**config.mk**
```make
export PLATFORM = sky130hd
export DESIGN_NAME = addr_decode_seq
export DESIGN_NICKNAME = d
export VERILOG_FILES = /design/src/rtl/addr_decode_seq.sv
export SDC_FILE = /design/constraint.sdc
export NUM_CORES = 1
export LEC_CHECK = 0
export CORE_UTILIZATION = 40
export CTS_CLUSTER_SIZE = 30
export DETAILED_ROUTE_END_ITERATION = 10
export PLACE_DENSITY = 0.72
export SYNTH_ARGS = -nofsm -noshare
export SYNTH_HDL_FRONTEND = slang
export SYNTH_SLANG_ARGS = --single-unit
```
**constraint.sdc**
```tcl
create_clock -name clk -period 4.8 [get_ports clk]
set_input_delay 0.48 -clock clk [delete_from_list [all_inputs] [get_ports clk]]
set_output_delay 0.48 -clock clk [all_outputs]
set_load 0.1 [all_outputs]
```
**src/rtl/addr_decode_seq.sv**
```systemverilog
// rtl/addr_decode_seq.sv - one-hot address decoder with ack wait, timeout and error counting
module addr_decode_seq #(
    parameter int ADDR_W  = 3,
    parameter int NUM_SEL = 8,
    parameter int TIMEOUT = 15
) (
    input  logic               clk,
    input  logic               rst_n,
    input  logic               req_valid,
    input  logic [ADDR_W-1:0]  req_addr,
    output logic               req_ready,
    input  logic [NUM_SEL-1:0] ack,
    output logic [NUM_SEL-1:0] sel_x,
    output logic               done,
    output logic [1:0]         err_code,
    output logic [7:0]         err_cnt
);

    typedef enum logic [1:0] {
        IDLE = 2'd0,
        WAIT = 2'd1,
        RESP = 2'd2
    } state_t;

    localparam int          ADDR_SPAN = 2 ** ADDR_W;
    localparam logic [7:0]  TMO_LAST  = 8'(TIMEOUT - 1);
    localparam logic [1:0]  CODE_OK   = 2'b00;
    localparam logic [1:0]  CODE_DEC  = 2'b01;
    localparam logic [1:0]  CODE_TMO  = 2'b10;

    state_t               state_q, state_d;
    logic [NUM_SEL-1:0]   sel_q, sel_d;
    logic [7:0]           timer_q, timer_d;
    logic [ADDR_W-1:0]    addr_q, addr_d;
    logic [1:0]           err_code_q, err_code_d;
    logic [7:0]           err_cnt_q, err_cnt_d;

    logic [NUM_SEL-1:0]   addr_dec;
    logic [ADDR_SPAN-1:0] ack_ext;
    logic                 addr_in_range;
    logic                 ack_hit;
    logic                 err_event;

    always_comb begin
        addr_dec = '0;
        for (int i = 0; i < NUM_SEL; i++) begin
            addr_dec[i] = (req_addr == ADDR_W'(i));
        end
        addr_in_range = (9'(req_addr) < 9'(NUM_SEL));
    end

    // Zero-extend ack to the full address span so the latched address always indexes in range.
    always_comb begin
        ack_ext              = '0;
        ack_ext[NUM_SEL-1:0] = ack;
        ack_hit              = ack_ext[addr_q];
    end

    always_comb begin
        state_d    = state_q;
        sel_d      = sel_q;
        timer_d    = timer_q;
        addr_d     = addr_q;
        err_code_d = err_code_q;
        err_event  = 1'b0;

        case (state_q)
            IDLE: begin
                if (req_valid) begin
                    addr_d  = req_addr;
                    timer_d = 8'd0;
                    if (addr_in_range) begin
                        state_d = WAIT;
                        sel_d   = addr_dec;
                    end else begin
                        state_d    = RESP;
                        err_code_d = CODE_DEC;
                        err_event  = 1'b1;
                    end
                end
            end
            WAIT: begin
                // Ack is checked before the timer so a same-cycle ack wins.
                if (ack_hit) begin
                    state_d    = RESP;
                    sel_d      = '0;
                    err_code_d = CODE_OK;
                end else if (timer_q == TMO_LAST) begin
                    state_d    = RESP;
                    sel_d      = '0;
                    err_code_d = CODE_TMO;
                    err_event  = 1'b1;
                end else begin
                    timer_d = timer_q + 8'd1;
                end
            end
            RESP: begin
                state_d = IDLE;
            end
            default: begin
                state_d = IDLE;
                sel_d   = '0;
            end
        endcase

        err_cnt_d = err_cnt_q;
        if (err_event && (err_cnt_q != 8'hFF)) begin
            err_cnt_d = err_cnt_q + 8'd1;
        end
    end

    always_ff @(posedge clk or negedge rst_n) begin
        if (!rst_n) begin
            state_q    <= IDLE;
            sel_q      <= '0;
            timer_q    <= 8'd0;
            addr_q     <= '0;
            err_code_q <= CODE_OK;
            err_cnt_q  <= 8'd0;
        end else begin
            state_q    <= state_d;
            sel_q      <= sel_d;
            timer_q    <= timer_d;
            addr_q     <= addr_d;
            err_code_q <= err_code_d;
            err_cnt_q  <= err_cnt_d;
        end
    end

    assign req_ready = (state_q == IDLE);
    assign done      = (state_q == RESP);
    assign sel_x     = sel_q;
    assign err_code  = err_code_q;
    assign err_cnt   = err_cnt_q;

endmodule

```
# Word-level counts from Yosys, hierarchy flattened

Index checks and enable logic that the tools add are counted.
Widths: inputs -> output; s select.

Add/sub/neg operators: 2
Order comparisons: 1
Equality and inequality tests: 15
Multiplexer cells: 18
Bitwise operators: 1
Reductions and logical operators: 10

Operator list:

| kind                | number |
|---|---|
| $mux 8              | 6 |
| $pmux 8 s3          | 1 |
| $add 8x1->8 const B | 2 |
| $pmux 8 s2          | 1 |
| $eq 3x3->1 const B  | 4 |
| $eq 8x4->1 const B  | 1 |
| $mux 2              | 4 |
| $ne 8x8->1 const B  | 1 |
| $eq 3x2->1 const B  | 2 |
| $ne 2x2->1 const B  | 3 |
| $reduce_and 2->1    | 3 |
| $lt 3x4->1 const B  | 1 |
| $mux 1              | 4 |
| $pmux 2 s2          | 1 |
| $reduce_and 4->1    | 1 |
| $reduce_bool 2->1   | 2 |
| $bmux 1 s3          | 1 |
| $eq 3x1->1 const B  | 1 |
| $logic_not 3->1     | 1 |
| $ne 3x3->1 const B  | 1 |
| $reduce_and 3->1    | 1 |
| $eq 2x1->1 const B  | 1 |
| $eq 2x2->1 const B  | 1 |
| $logic_not 2->1     | 1 |
| 2 further kinds     | 2 |

Register bits after elaboration: 31
Input bits: 14
Output and inout port bits: 20
Word-level logic and storage cells: 53

# Longest topological paths before layout

Gate-level depths: netlist (run 1).

Depth in word-level cells: 5
Gate-level depth with buffers: 7
Mapped depth without buffers: 6

# Worst setup path after synthesis (run 1)

Ideal clock, no wire load.

Path kind: register -> register
From: reg err_cnt_q[0] (netlist: err_cnt[0])
To: reg err_cnt_q[1] (netlist: err_cnt[1])
Arrival: 2.400 ns
Slack: 2.272 ns
Cell stages (with the launch flop): 6
Clock period less this slack: 2.528 ns
Cells stage by stage: dfrtp_1 -> ha_1 -> nand2_1 -> nor3_1 -> nor3_1 -> mux2_1

Longest elaborated chain between the ends: 2
Elaborated cells between the ends (all ways): 3
Classes of those cells: add/sub: 1; eq/ne: 1; reduce/logical: 1

RTL lines:

| element                                                             | RTL line | RTL |
|---|---|---|
| from (decl)                                                         | 36       | `logic [7:0] err_cnt_q, err_cnt_d;` |
| from (signal assigned)                                              | 126      | `err_cnt_q <= err_cnt_d;` |
| parallel branches: the longest is 2 deep, another holds $add 8x1->8 | n/a      |  |

Several ways; the timed one is not identified.
A chain may end at the register's enable or synchronous reset.

# Final worst setup path (run 1)

From: reg state_q[0]
To: out req_ready

Longest elaborated chain between the ends: 1

RTL lines:

| element                | RTL line | RTL |
|---|---|---|
| from (decl)            | 31       | `state_t state_q, state_d;` |
| from (signal assigned) | 121      | `state_q <= state_d;` |
| $logic_not 2->1        | 130      | `assign req_ready = (state_q == IDLE);` |
| to (decl)              | 11       | `output logic req_ready,` |

No other way between the ends.

==> results.toml, run 1 <==
[status]
outcome = "completed"

[die]
die_area_um2 = 4090
die_x_um = 64.0
placementRows = 22
start_util_pct = 42.0
die_h_um = 64.0
io_pins = 34
core-area_um2 = 3660

[setup_path]
cp.depth = 2
critPathMaxFanout = 6
worstSetupStartpointType = "register"
cp.required_ps = 4320
worst-path-buf-inv = 1
cp_slowest_stage_delay_ps = 1160
crit_type = "reg -> out"
arrival_ps = 2080
path_cells = "nor2_1 > clkdlybuf4s50_1"
slowest_stage = "clkdlybuf4s50_1"
end_kind = "primary output"
rr_worst_depth = 6
critical-path-top-delay-family = "buffers and inverters"

[sta]
setup_tns_ps = 0
rsz0062_at_grt = "no"
fin_worst_skew_ps = 8.33
hold_violations = 0
final.setup.worst_slack_ps = 2240
tightest_slew_ps = 980
setup_violations = 0
timing.slew.headroom_pct = 34.4
timing.hold.ws_ps = 490
fmax_mhz = 391
finalCritPeriodShare_pct = 53.3
min_period_ps = 2560
final_max_slew_viol_count = 0

[final_layout]
drive_gt1_share_pct = 10.1
syn2layout_area_growth_pct = 29.8
n_antenna_cell = 0
fin_util_pct = 54.5
design_area_um2 = 1990
nNetsFinal = 194

[logic_synthesis]
yosysTopAreaCellShare_pct = 48.9
synthCells = 142
synthArstFlopShare_pct = 100
synth.distinct_cells = 45
yosysWarnings = 0
ys_seq_area_share_pct = 48.9
synthesis.area_um2 = 1540
syn-num-nets = 159
ys_top_cells_by_area = "dfrtp_1, nand2_1, xor2_1"
synthTopCellsByCount = "dfrtp_1, nand2_1, nand3_1"
synth_largest_area_cell = "dfrtp_1"
synth_flop_cell = "dfrtp_1"
synth_most_common_cell = "dfrtp_1"
syn_area_per_cell_um2 = 10.8
ys_ff_latch = 30
synth_edf_count = 0

[grt]
globalRouteTotalUtil_pct = 17.5
grt_pass1_vias = 1177
antenna_found_initial = 0
grt_overflow = 0
grt_max_degree = 31
grt_pass1_wl_mm = 5.46

[place]
place_ws_ps = 2040
gp_congestion = 0.843
portBuffers = 32
dp_hpwl_mm = 2.26
place_area_um2 = 1890

[clock_tree]
cts_resized = 0
clk_pin_slew_ps = 70
htreeDepth = 2
postCtsHoldBufs = 0
cts_tree = "done"
clk_path_buf_depth = 2
insertion_delay_ps = 280
cts.sinks = 30
cts_made_buffers = 5
cts_setup_buffers = 0
cts-root-buf = "clkbuf_8"

[drt]
dr.pass1.iters = 4
drt-total-wl_mm = 3.25
drtAntennaViolNets = 0
drcViolationCount = 0
routed_via_density = 5.57
num_vias = 1258
wl_per_cell_um = 14.4
drtIter0Drc = 35

[power_and_ir_drop]
intPower_uw = 565
pwr-share-clk_pct = 25.1
pwr-share-comb_pct = 41.0
switching_share_pct = 43.8
power_density_nw_per_um2 = 504
p_seq_share_pct = 33.9
net-switching-power_uw = 440
leakage_uw = 0.000836
ir_drop_mv = 0.192

[worst_hold_path]
min_path_type = "reg -> reg"
hold_path_depth = 2

[job]
cap_viol_max_count = 0
-- metrics by stage --
stage,total power (µW),cells
4_1_cts,1010,226
5_1_grt,1060,226
6_report,1000,226
3_5_place_dp,758,218
3_3_place_gp,750,218
2_1_floorplan,683,142
-- flip-flops by register name, summed over array words and instances (netlist names) --
register and cells:
sel_x 8, err_code 1, timer_q 8, addr_q 3
err_cnt 8, state_q 2
-- per-layer routing --
metal | share of wire [%] | track usage, % | vias to the layer above
li1 | - | - | 587
met1 | 46 | 21.8 | 624
met2 | 47 | 29.0 | 44
met3 | 6.3 | 5.54 | 3
met4 | 0.92 | 5.11 | 0
met5 | 0 | 0 | -
-- final cells by class --
| cell class | instances | area (µm²) |
|---|---|---|
| fill | 319 | 1670 |
| sequential | 30 | 751 |
| multi-input combinational | 103 | 732 |
| timing repair buffer | 33 | 328 |
| clock buffer | 5 | 68.8 |
| tap | 48 | 60.1 |
| clock inverter | 3 | 40.0 |
| inverter | 4 | 15.0 |
-- power by group through the flow --
stage	registers (µW)	logic, µW	clock network, µW
after floorplan	431	251	0
after global routing	348	438	271
after global placement	343	407	0
final	341	412	252
after detailed placement	346	412	0
after CTS	341	414	256
-- tightest hold or removal path, stage by stage (launching register included) --
cell and delay (ps):
dfrtp_1 350, nand2_1 50, nand2_1 60
-- logic make-up (layout without fill, tap and decap cells) --
family | after synthesis | after routing | synth area share (%)
compound gates | 27 | 27 | 13.8
xor+xnor | 7 | 7 | 3.99
fa+ha+maj | 3 | 3 | 2.44
buf+inv | 9 | 45 | 3.50
flops | 30 | 30 | 48.9
mux | 9 | 9 | 7.08
other cells | 1 | 1 | 0.244
simple gates | 56 | 56 | 20.0
-- layout by cell type (no fill, tap or decap), types with 2 or more instances in the layout --
cell             netlist  final
mux2i_1                3      3
nor2_1                 5      5
o211ai_1               2      2
a22o_1                 3      3
mux2_1                 3      3
clkinv_2               0      2
xor2_1                 6      6
mux2_2                 2      2
nand3_1                7      7
nor4b_1                3      3
nor2b_1                6      6
o21ai_0                5      5
clkdlybuf4s50_1        0     32
nor4_1                 2      2
nor3_1                 4      4
a32o_1                 5      5
dfrtp_1               30     30
ha_1                   3      3
nand2_1               21     21
inv_1                  4      4
clkbuf_8               0      5
-- final timing paths --
kind                                        start                endpoint  slack (ps)
setup / recovery           state_q[0]$_DFFE_PN0P_               req_ready        2240
max in group asynchronous                   rst_n  timer_q[6]$_DFFE_PN0P_        3930
hold reg to reg             addr_q[2]$_DFFE_PN0P_   addr_q[2]$_DFFE_PN0P_         490
setup reg to reg           timer_q[0]$_DFFE_PN0P_  err_cnt[1]$_DFFE_PN0P_        2340
min in group asynchronous                   rst_n  timer_q[2]$_DFFE_PN0P_         580
hold / removal              addr_q[2]$_DFFE_PN0P_   addr_q[2]$_DFFE_PN0P_         490
No activity file was read; power rests on OpenSTA's default activity.
==> run 2, diff against run 1 <==
clock period = 2.4 ns   (was 4.8 ns; I/O delays follow)
==> run 2 against run 1 <==
Net effect: sequential power increased by 100%; sequential share of layout area increased by 0.22 points; first-iteration DRC count increased by 23%; highest routed layer unchanged; routed wire length decreased by 4.8%; final area decreased by 0.25%.
==> results.toml, run 2 (synthesis results as in run 1) <==
[die]
core-area_um2 = 3660
die_area_um2 = 4090
die_x_um = 64.0
io_pins = 34
placementRows = 22
die_h_um = 64.0
start_util_pct = 42.0

[clock_tree]
cts-root-buf = "clkbuf_8"
postCtsHoldBufs = 0
clk_pin_slew_ps = 70
cts.sinks = 30
htreeDepth = 2
clk_path_buf_depth = 2
cts_setup_buffers = 0
cts_resized = 0
cts_tree = "done"
cts_made_buffers = 5
insertion_delay_ps = 280

[grt]
grt_pass1_wl_mm = 5.28
globalRouteTotalUtil_pct = 17.1
antenna_found_initial = 0
grt_max_degree = 31
grt_pass1_vias = 1181
grt_overflow = 0

[setup_path]
cp.depth = 5
crit_type = "reg -> reg"
rr_startpoint = "addr_q[0]$_DFFE_PN0P_"
arrival_ps = 2420
cp.required_ps = 2610
rr_worst_depth = 5
critPathMaxFanout = 8
crit_end = "err_cnt[7]$_DFFE_PN0P_"
end_kind = "register"
worstSetupStartpointType = "register"
startpoint = "addr_q[0]$_DFFE_PN0P_"
cp_slowest_stage_delay_ps = 560
path_cells = "mux2_2 > mux4_2 > buf_4 > nor4b_1 > xor2_1"
slowest_stage = "mux4_2"
timing.rr.end = "err_cnt[7]$_DFFE_PN0P_"
critical-path-top-delay-family = "multiplexers"
rrSetupSlack_ps = 190
worst-path-buf-inv = 1

[job]
cap_viol_max_count = 0

[sta]
fin_worst_skew_ps = 7.75
final_max_slew_viol_count = 0
min_period_ps = 2210
final.setup.worst_slack_ps = 189
finalCritPeriodShare_pct = 92.1
setup_violations = 0
fmax_mhz = 452
hold_violations = 0
tightest_slew_ps = 776
timing.slew.headroom_pct = 47.9
setup_tns_ps = 0
rsz0062_at_grt = "no"

[power_and_ir_drop]
finalPower_uw = 2040
ir_drop_mv = 0.363
leakage_uw = 0.000888
power_density_nw_per_um2 = 1030

[drt]
num_vias = 1220
drtIter0Drc = 43
wl_per_cell_um = 13.4
drt-total-wl_mm = 3.10
dr.pass1.iters = 4
drtAntennaViolNets = 0
drcViolationCount = 0
routed_via_density = 5.28

[place]
gp_congestion = 0.865
dp_hpwl_mm = 2.26
place_ws_ps = -12.5
portBuffers = 32

[worst_hold_path]
min_path_type = "in -> async"

[final_layout]
final_common_cell = "dfrtp_1"
n_antenna_cell = 0
final_cell_mix = "dfrtp_1, buf_4, nand2_1"
drive_gt1_share_pct = 24.6
nNetsFinal = 199
fin_util_pct = 54.3
syn2layout_area_growth_pct = 29.5

[status]
outcome = "completed"
run 2: how the worst min path moves through the flow:
stage                               startpoint  depth (start not counted)  slack [ps]                    end
final                                    rst_n                          2         340  addr_q[2]$_DFFE_PN0P_
after global routing                     rst_n                          2         370   sel_x[7]$_DFFE_PN0P_
after CTS                                rst_n                          2         360  addr_q[2]$_DFFE_PN0P_
after detailed placement  sel_x[7]$_DFFE_PN0P_                          1         480   sel_x[7]$_DFFE_PN0P_
after global placement    sel_x[7]$_DFFE_PN0P_                          1         480   sel_x[7]$_DFFE_PN0P_
after floorplan                          rst_n                          0         -60  addr_q[0]$_DFFE_PN0P_
run 2: layout make-up:
type                    instances  area [µm²]
inverters                       4        15.0
clock buffers                   5        68.8
flip-flops and latches         30         753
fillers                       321        1670
clock inverters                 3        40.0
repair buffers                 38         318
multi-input cells             103         734
well taps                      48        60.1
run 2: per-stage QoR:
| step | cell area, µm² | instances | hold slack (ps) |
|---|---|---|---|
| finish | 1990 | 231 | 345 |
| global route | 1990 | 231 | 367 |
| CTS | 1990 | 231 | 357 |
| detailed placement | 1880 | 223 | 478 |
| global placement | 1880 | 223 | 476 |
| floorplan | 1540 | 142 | -55.6 |
run 2: power breakdown:
group          leakage, µW  switching (µW)  internal, µW
sequential        0.000393            97.8           592
clock            0.0000579             187           305
combinational     0.000437             598           263
run 2: metal layers:
layer  share of wire (%)  global-route usage [%]  up-vias  wire [µm]
met4                 1.3                    6.82        0         39
met2                  44                    25.3       52       1350
met1                  46                    21.9      566       1420
li1                    -                       -      597          -
met3                 9.0                    7.32        5        280
met5                   0                       0        -          0
==> run 3, diff against run 2 <==
PLACE_DENSITY = 0.74   (was 0.72)
clock period = 1.8 ns   (was 2.4 ns; I/O delays follow)
==> run 3 against run 2 <==
Net effect: the flow now finishes with violations (setup timing); clock skew up 1.1 ps; largest cell class is now multi-input gates; critical endpoint is now timer_q[3]$_DFFE_PN0P_; sequential power up 29%; routed wire length up 23%; power up 74%; global-route usage up 2.6 points; critical path type unchanged.
==> results.toml, run 3 (synthesis results as in run 1) <==
[status]
outcome = "finished, violations left"
failed_checks = "setup timing"

[grt]
grt_overflow = 0
grt_pass1_vias = 1326
grt_pass1_wl_mm = 6.15
grt_max_degree = 31
antenna_found_initial = 0
globalRouteTotalUtil_pct = 19.7

[setup_path]
slowest_stage = "mux4_2"
arrival_ps = 2210
cp_slowest_stage_delay_ps = 510
worstSetupStartpointType = "register"
crit_type = "reg -> reg"
critical-path-top-delay-family = "multiplexers"
critPathMaxFanout = 15
path_cells = "mux2_4 > mux4_2 > buf_12 > or2_4 > a32o_1"
cp.required_ps = 1970
worst-path-buf-inv = 1
end_kind = "register"

[clock_tree]
cts_made_buffers = 5
htreeDepth = 2
cts-root-buf = "clkbuf_8"
clk_path_buf_depth = 2
clk_pin_slew_ps = 70
insertion_delay_ps = 290
cts_tree = "done"
cts.sinks = 30
postCtsHoldBufs = 0

[place]
gp_congestion = 0.845
place_area_um2 = 2060
dp_hpwl_mm = 2.58
place_inst = 237
portBuffers = 32

[final_layout]
final_common_cell = "buf_4"
design_area_um2 = 2360
nNetsFinal = 218
stdcell_count = 250
syn2layout_area_growth_pct = 53.7
final_cell_mix = "buf_4, nand2_1, dfrtp_1"
drive_gt1_share_pct = 43.1
n_antenna_cell = 0

[die]
core-area_um2 = 3660
placementRows = 22
io_pins = 34
die_h_um = 64.0
die_area_um2 = 4090
die_x_um = 64.0
start_util_pct = 42.0

[worst_hold_path]
min_path_type = "in -> async"

[sta]
setup_violations = 25
tightest_slew_ps = 542
min_period_ps = 2050
finalCritPeriodShare_pct = 114
hold_violations = 0
rsz0062_at_grt = "yes"
fin_worst_skew_ps = 8.84
final.setup.worst_slack_ps = -247
timing.slew.headroom_pct = 63.8
fmax_mhz = 489
final_max_slew_viol_count = 0

[power_and_ir_drop]
leakage_uw = 0.00104
ir_drop_mv = 0.643
finalPower_uw = 3560
power_density_nw_per_um2 = 1500

[drt]
routed_via_density = 5.39
drcViolationCount = 0
dr.pass1.iters = 4
num_vias = 1347
wl_per_cell_um = 15.3
drtAntennaViolNets = 0
drtIter0Drc = 51
drt-total-wl_mm = 3.82

[job]
cap_viol_max_count = 0
-- run 3: worst register-to-register path: stages (launching register included) --
cell and delay, ps:
dfrtp_2 450, mux2_4 310, mux4_2 510, buf_12 180
or2_4 270, a32o_1 220
-- run 3: worst paths after layout --
path                                            start                endpoint  slack, ps  depth (start not counted)
worst max-delay path            addr_q[0]$_DFFE_PN0P_  timer_q[3]$_DFFE_PN0P_       -250                          5
worst min-delay path                            rst_n   addr_q[1]$_DFFE_PN0P_        280                          2
worst max register to register  addr_q[0]$_DFFE_PN0P_  timer_q[3]$_DFFE_PN0P_       -250                          5
worst min register to register  addr_q[2]$_DFFE_PN0P_   addr_q[2]$_DFFE_PN0P_        490                          2
max in group asynchronous                       rst_n  err_cnt[1]$_DFFE_PN0P_       1200                          2
min in group clk                addr_q[2]$_DFFE_PN0P_   addr_q[2]$_DFFE_PN0P_        490                          2
-- run 3: through the flow --
stage / hold WS [ps] / worst slack (ps) / TNS [ps] / util (%)
floorplan: -116 / -188 / -1670 / -
global placement: 472 / -449 / -9190 / 56.3
detailed placement: 478 / -498 / -10410 / 56.3
CTS: 300 / -244 / -4490 / 63.0
global route: 310 / -302 / -6390 / 64.5
finish: 279 / -247 / -4970 / 64.5
-- run 3: final cells by class --
cell class / instances / area (µm²)
repair buffers: 57 / 505
clock inverters: 2 / 60.1
multi-input cells: 103 / 872
clock buffers: 6 / 82.6
inverters: 4 / 15.0
fillers: 267 / 1300
flip-flops and latches: 30 / 767
well taps: 48 / 60.1
-- run 3: power breakdown --
| part | total, µW | internal [µW] | switching, µW |
|---|---|---|---|
| Sequential | 893 | 793 | 100 |
| Combinational | 1820 | 765 | 1050 |
| Clock | 844 | 590 | 254 |
-- run 3: timing repair --
action | CTS | global route
endpoints found under the setup margin | 27 | 27
setup buffers | 3 | 2
resized for setup | 16 | 6
pin swaps | 1 | 5
-- run 3: per-layer routing --
layer  up-vias  GRT usage, %  wire length [µm]
met5         -             0                 0
met4         0          7.10                52
met3         8          3.93               283
met2        59          33.9              1850
met1       647          24.2              1630
li1        633             -                 -
